File: src/rtl/piso_serializer.sv
// Parallel-in, serial-out transmitter. Takes a WIDTH-bit word through a valid/ready
// handshake and emits it one bit per clock on a registered sdata with a frame strobe.
module piso_serializer #(
  parameter int WIDTH     = 8,
  parameter bit MSB_FIRST = 1'b1
) (
  input  logic             clk,
  input  logic             reset,
  input  logic [WIDTH-1:0] load_data,
  input  logic             load_valid,
  output logic             load_ready,
  output logic             sdata,
  output logic             sdata_b,
  output logic             svalid,
  output logic             done
);

  localparam int CW = $clog2(WIDTH);

  typedef enum logic {
    IDLE  = 1'b0,
    SHIFT = 1'b1
  } state_t;

  state_t           state, state_nx;
  logic [WIDTH-1:0] shreg, shreg_nx;
  logic [CW-1:0]    count, count_nx;
  logic             sdata_nx;
  logic             svalid_nx;
  logic             last_bit;
  logic             accept;

  // A new word may be taken when idle or while the final bit of the current word is out.
  assign last_bit   = (state == SHIFT) && (count == '0);
  assign load_ready = !reset && ((state == IDLE) || last_bit);
  assign accept     = load_valid && load_ready;
  assign done       = last_bit;
  assign sdata_b    = ~sdata;

  always_ff @(posedge clk or posedge reset) begin
    if (reset) begin
      state  <= IDLE;
      shreg  <= '0;
      count  <= '0;
      sdata  <= 1'b0;
      svalid <= 1'b0;
    end else begin
      state  <= state_nx;
      shreg  <= shreg_nx;
      count  <= count_nx;
      sdata  <= sdata_nx;
      svalid <= svalid_nx;
    end
  end

  // The first bit goes straight to sdata on accept; shreg keeps the rest, zero-filled.
  always_comb begin
    state_nx  = state;
    shreg_nx  = shreg;
    count_nx  = count;
    sdata_nx  = 1'b0;
    svalid_nx = 1'b0;

    if (accept) begin
      state_nx  = SHIFT;
      svalid_nx = 1'b1;
      count_nx  = CW'(WIDTH - 1);
      if (MSB_FIRST) begin
        sdata_nx = load_data[WIDTH-1];
        shreg_nx = {load_data[WIDTH-2:0], 1'b0};
      end else begin
        sdata_nx = load_data[0];
        shreg_nx = {1'b0, load_data[WIDTH-1:1]};
      end
    end else begin
      case (state)
        IDLE: begin
          state_nx = IDLE;
        end
        SHIFT: begin
          if (count != '0) begin
            svalid_nx = 1'b1;
            count_nx  = count - CW'(1);
            if (MSB_FIRST) begin
              sdata_nx = shreg[WIDTH-1];
              shreg_nx = {shreg[WIDTH-2:0], 1'b0};
            end else begin
              sdata_nx = shreg[0];
              shreg_nx = {1'b0, shreg[WIDTH-1:1]};
            end
          end else begin
            state_nx = IDLE;
          end
        end
        default: begin
          state_nx = IDLE;
        end
      endcase
    end
  end

endmodule

File: config.mk
export PLATFORM = sky130hd
export DESIGN_NAME = piso_serializer
export DESIGN_NICKNAME = d
export VERILOG_FILES = /design/src/rtl/piso_serializer.sv
export SDC_FILE = /design/constraint.sdc
export NUM_CORES = 1
export LEC_CHECK = 0
export CAP_MARGIN = 20
export CORE_AREA = 2 2 43 45
export DETAILED_ROUTE_END_ITERATION = 12
export DIE_AREA = 0 0 45 47
export GPL_ROUTABILITY_DRIVEN = 0
export PLACE_DENSITY = 0.68
export SLEW_MARGIN = 10
export SYNTH_ARGS = -nofsm -noshare
export SYNTH_HDL_FRONTEND = slang
export SYNTH_SLANG_ARGS = --single-unit
File: constraint.sdc
create_clock -name clk -period 1.2 [get_ports clk]
set_input_delay 0.24 -clock clk [delete_from_list [all_inputs] [get_ports clk]]
set_output_delay 0.24 -clock clk [all_outputs]
set_load 0.05 [all_outputs]
# Word-level counts from Yosys, hierarchy flattened
# Index checks and enable logic that the tools add are counted.
[totals]
in_bits = 11
mem_bits_rw = 0
wordCells = 32
out_inout_bits = 5
ff_bits = 14
memories = 0
mem_bits_ro = 0
latch_bits = 0
[op_classes]
n_reduce_logical = 10
n_addsub = 1
n_mux = 14
eq_ne = 0
bitwise_logic = 2
n_mul = 0
div_mod_pow = 0
order_cmp = 0
n_shift = 0
[ops]
columns = ["op", "n"]
rows = [
  ["8-bit two-way mux", 3],
  ["3-bit two-way mux", 3],
  ["1-bit two-way mux", 7],
  ["2-bit nonzero test", 2],
  ["1-bit logical AND", 3],
  ["3-bit zero test", 1],
  ["3-bit nonzero test", 1],
  ["3-bit by 1-bit subtractor with 3-bit output (second input constant)", 1],
  ["1-bit NOT", 2],
  ["1-bit case mux with 2 select lines", 1],
  ["2-bit AND reduction", 1],
  ["1-bit zero test", 1],
  ["1-bit logical OR", 1],
]

# Logic depth before layout (Yosys ltp)
[depth]
ltp_word = 7
depth_mapped = 6
ltp_nobuf = 5

# Worst setup path before layout
# No wires, ideal clock.
[synth_path]
path_kind = "reg2out"
start = "register count[0]"
end = "output port load_ready"
arrival_time_ns = 1.652
path_slack_ns = -0.692
required_ns = 0.960
path_buffers = 1
path_stages_with_launch = 7
path_cell_list = "dfrtp_1 -> inv_1 -> ha_1 -> nand2b_4 -> and2_4 -> buf_6 -> nor2_1"
[synth_via]
elab_chain_cells = 4
[synth_lines]
columns = ["element", "line", "text"]
rows = [
  ["start: declaration", "27", "logic [CW-1:0] count, count_nx;"],
  ["start signal: assignment", "50", "count <= count_nx;"],
  ["3-bit zero test", "34", "assign last_bit = (state == SHIFT) && (count == '0);"],
  ["1-bit logical AND", "34", ""],
  ["1-bit logical OR", "35", "assign load_ready = !reset && ((state == IDLE) || last_bit);"],
  ["1-bit logical AND", "35", ""],
  ["end: declaration", "11", "output logic load_ready,"],
]
# No other way between the ends.

# Final worst setup path
[layout_path]
start = "register count[1]"
end = "output port done"
[layout_via]
elab_chain_cells = 2
[layout_lines]
columns = ["element", "line", "text"]
rows = [
  ["3-bit zero test", "34", ""],
  ["1-bit logical AND", "34", ""],
  ["end: declaration", "15", "output logic done"],
]
# No other way between the ends.

==> flow_metrics.tcl <==
set metrics [dict create \
    status "finished with violations" \
    violations "setup timing" \
    drt_wl_total_mm 1.59 \
    cp.arrival_ns 1.35 \
    rsz0062_at_grt "yes" \
    end_kind "primary output" \
    synthTopCellsByCount "dfrtp_1 (12), mux2i_1 (7), nand3_1 (7)" \
    cts-root-buf "clkbuf_4" \
    track_usage_pct 17.5 \
    final_area_um2 1160 \
    yosysWarnings 0 \
    post_dp_cell_area_um2 951 \
    cp_top_family "flip-flops" \
    n_fill_cell 124 \
    drt_iter0_drc 5 \
    max-slew-margin-rel_pct 87.1 \
    port_buffers 15 \
    die_area_um2 2120 \
    cp_max_fo 3 \
    syn_avg_cell_area_um2 10.5 \
    cts_tree "built" \
    fin_cells 114 \
    path_clk_slew_ns 0.08 \
    antenna_found_initial 0 \
    clk_latency_ns 0.27 \
    yosysSeqAreaShare_pct 47.7 \
    antennaDiodeCount 0 \
    multi_input_area_um2 373 \
    worst_pin_slew_ns 0.187 \
    die_h_um 47 \
    postRouteAntennaNets 0 \
    drtPass1Iterations 4 \
    peakVddDrop_v 0.00115 \
    syn_nets 73 \
    grt_first_pass_wirelength_mm 2.59 \
    num_io_pins 16 \
    post-route-min-period_ns 1.59 \
    worst_slack_ns -0.388 \
    final_max_slew_viol_count 0 \
    path_cells "inv_2 -> ha_4 -> nand2b_4 -> buf_4 -> nor2_4 -> buf_12" \
    wl_per_cell_um 13.9 \
    finClkSkew_ns 0.0110 \
    synth_top_area_share_pct 47.7 \
    grt_overflow 0 \
    yosys_register_bits 12 \
    synthArstFlopShare_pct 100 \
    required_ns 0.96 \
    fp.dieW_um 45 \
    min_period_over_period_pct 132 \
    crit_type "reg2out" \
    path_depth 6 \
    cts.sinks 12 \
    syn_inst 60 \
    start_util_pct 38.1 \
    cp-start-kind "register" \
    final_nets 111 \
    hold_buffers 0 \
    synth_edf_count 0 \
    final-seq-area_um2 302 \
    synth_most_common_cell "dfrtp_1" \
    cp_slowest_cell "dfrtp_1" \
    slowest_delay_ns 0.39 \
    cts_max_level 1 \
    rows 15 \
    num_vias 583 \
    reg2reg_depth 6 \
    synth_ff_type "dfrtp_1" \
    power_density_nw_per_um2 2510 \
    dp_cells 101 \
    yosys-top-cells-area "dfrtp_1 (48%), mux2i_1 (11%), nand3_1 (5.6%), buf_6 (5.4%), o21ai_1 (4.8%)" \
    clock.fmax_mhz 630 \
    hold_viol_final 0 \
    cap_violations 0 \
    vias_per_cell 5.11 \
    drive_above_1_share_pct 58.8 \
    grt_max_degree 13 \
    numCtsBuffers 3 \
    clockBufferDepth 2 \
    dp_hpwl_um 952 \
    finalSetupViolations 15 \
    synth_cell_types 19 \
    p_leak_nw 0.514 \
    cp_num_buf_inv 3 \
    yosys.area.top_type "dfrtp_1" \
    synth_area_um2 629 \
    core_area_um2 1650 \
    hold_class "in2async" \
    drc_errors 0 \
    grt_pass1_vias 543 \
    syn_to_final_growth_pct 84.7 \
]
[state kept, by name, summed over array words and instances, names as in the netlist]
| signal | count |
|---|---|
| sdata | 1 |
| state | 1 |
| count | 3 |
| shreg | 7 |
[final timing paths]
| path | startpoint | endpoint | slack (ns) |
|---|---|---|---|
| max reg2reg | count[1]$_DFFE_PP0P_ | state$_DFF_PP0_ | -0.18 |
| min | reset | state$_DFF_PP0_ | 0.28 |
| min in group clk | shreg[1]$_DFFE_PP0P_ | shreg[2]$_DFFE_PP0P_ | 0.53 |
| max | count[1]$_DFFE_PP0P_ | done | -0.39 |
| max in group asynchronous | reset | count[1]$_DFFE_PP0P_ | 0.80 |
| min reg2reg | shreg[1]$_DFFE_PP0P_ | shreg[2]$_DFFE_PP0P_ | 0.53 |
[logic make-up (layout without fill, tap and decap cells)]
group	after synthesis	count (layout)	synth area share, %
compound gates	13	13	11.9
fa+ha+maj	2	2	3.98
buf+inv	9	46	9.14
flops	12	12	47.7
mux	7	7	11.1
simple gates	17	17	16.1
[layer usage]
metal  global-route usage, %  wire (µm)  share of wire [%]  vias up
li1                        -          -                  -      282
met1                    22.4        701                 44      285
met2                    29.1        836                 53       16
met3                    3.46         50                3.2        0
met4                    7.06          0                  0        0
met5                       0          0                  0        -
[cell usage in the layout, fill, tap and decap left out]
cell	count
o32a_1	1
a211oi_2	2
nor2_4	2
buf_8	1
nand2b_4	1
o21ai_2	7
mux2i_1	7
clkdlybuf4s50_1	9
nor2b_4	1
buf_6	4
inv_2	3
nor2_1	1
nand3_1	7
inv_1	2
dfrtp_1	11
nand2_1	1
clkbuf_4	3
nor3_4	1
a21oi_2	3
clkbuf_8	1
ha_4	2
buf_4	15
or2_2	1
dfrtp_2	1
and2_4	1
dlygate4sd2_1	1
buf_12	7
nor2_2	1
[worst min-delay path, delay by kind of cell]
| family | cells | cell delay [ns] |
|---|---|---|
| buf+inv | 4 | 0.64 |
[report_power, final]
| part | leakage [nW] | internal, mW | switching [mW] | total (mW) |
|---|---|---|---|---|
| combinational | 0.342 | 1.02 | 0.910 | 1.93 |
| clock | 0.0210 | 0.184 | 0.138 | 0.322 |
| sequential | 0.151 | 0.562 | 0.103 | 0.665 |
[area by class of cell]
type                    instances  share of cell area [%]
clock buffers                   4                    3.12
repair buffers                 37                    35.4
flip-flops and latches         12                    25.9
multi-input cells              39                    32.1
well taps                      17                    1.83
inverters                       5                    1.61
[metrics by stage]
| step | total power [mW] | hold WS [ns] | setup TNS (ns) | util [%] | setup WS, ns |
|---|---|---|---|---|---|
| 6_report | 2.92 | 0.281 | -2.02 | 70.4 | -0.388 |
| 4_1_cts | 2.70 | 0.286 | -1.67 | 67.3 | -0.369 |
| 2_1_floorplan | 1.50 | 0.105 | -0.344 | - | -0.248 |
| 5_1_grt | 3.08 | 0.288 | -2.66 | 70.4 | -0.439 |
| 3_3_place_gp | 2.00 | 0.486 | -2.62 | 57.6 | -0.268 |
| 3_5_place_dp | 2.04 | 0.515 | -2.98 | 57.6 | -0.310 |
[timing repair]
item,CTS,global route
endpoints found under the setup margin,14,15
setup buffers,5,4
pin swaps,13,5
gates resized for setup,21,5
gates cloned,1,0
No activity file was read; power rests on OpenSTA's default activity.
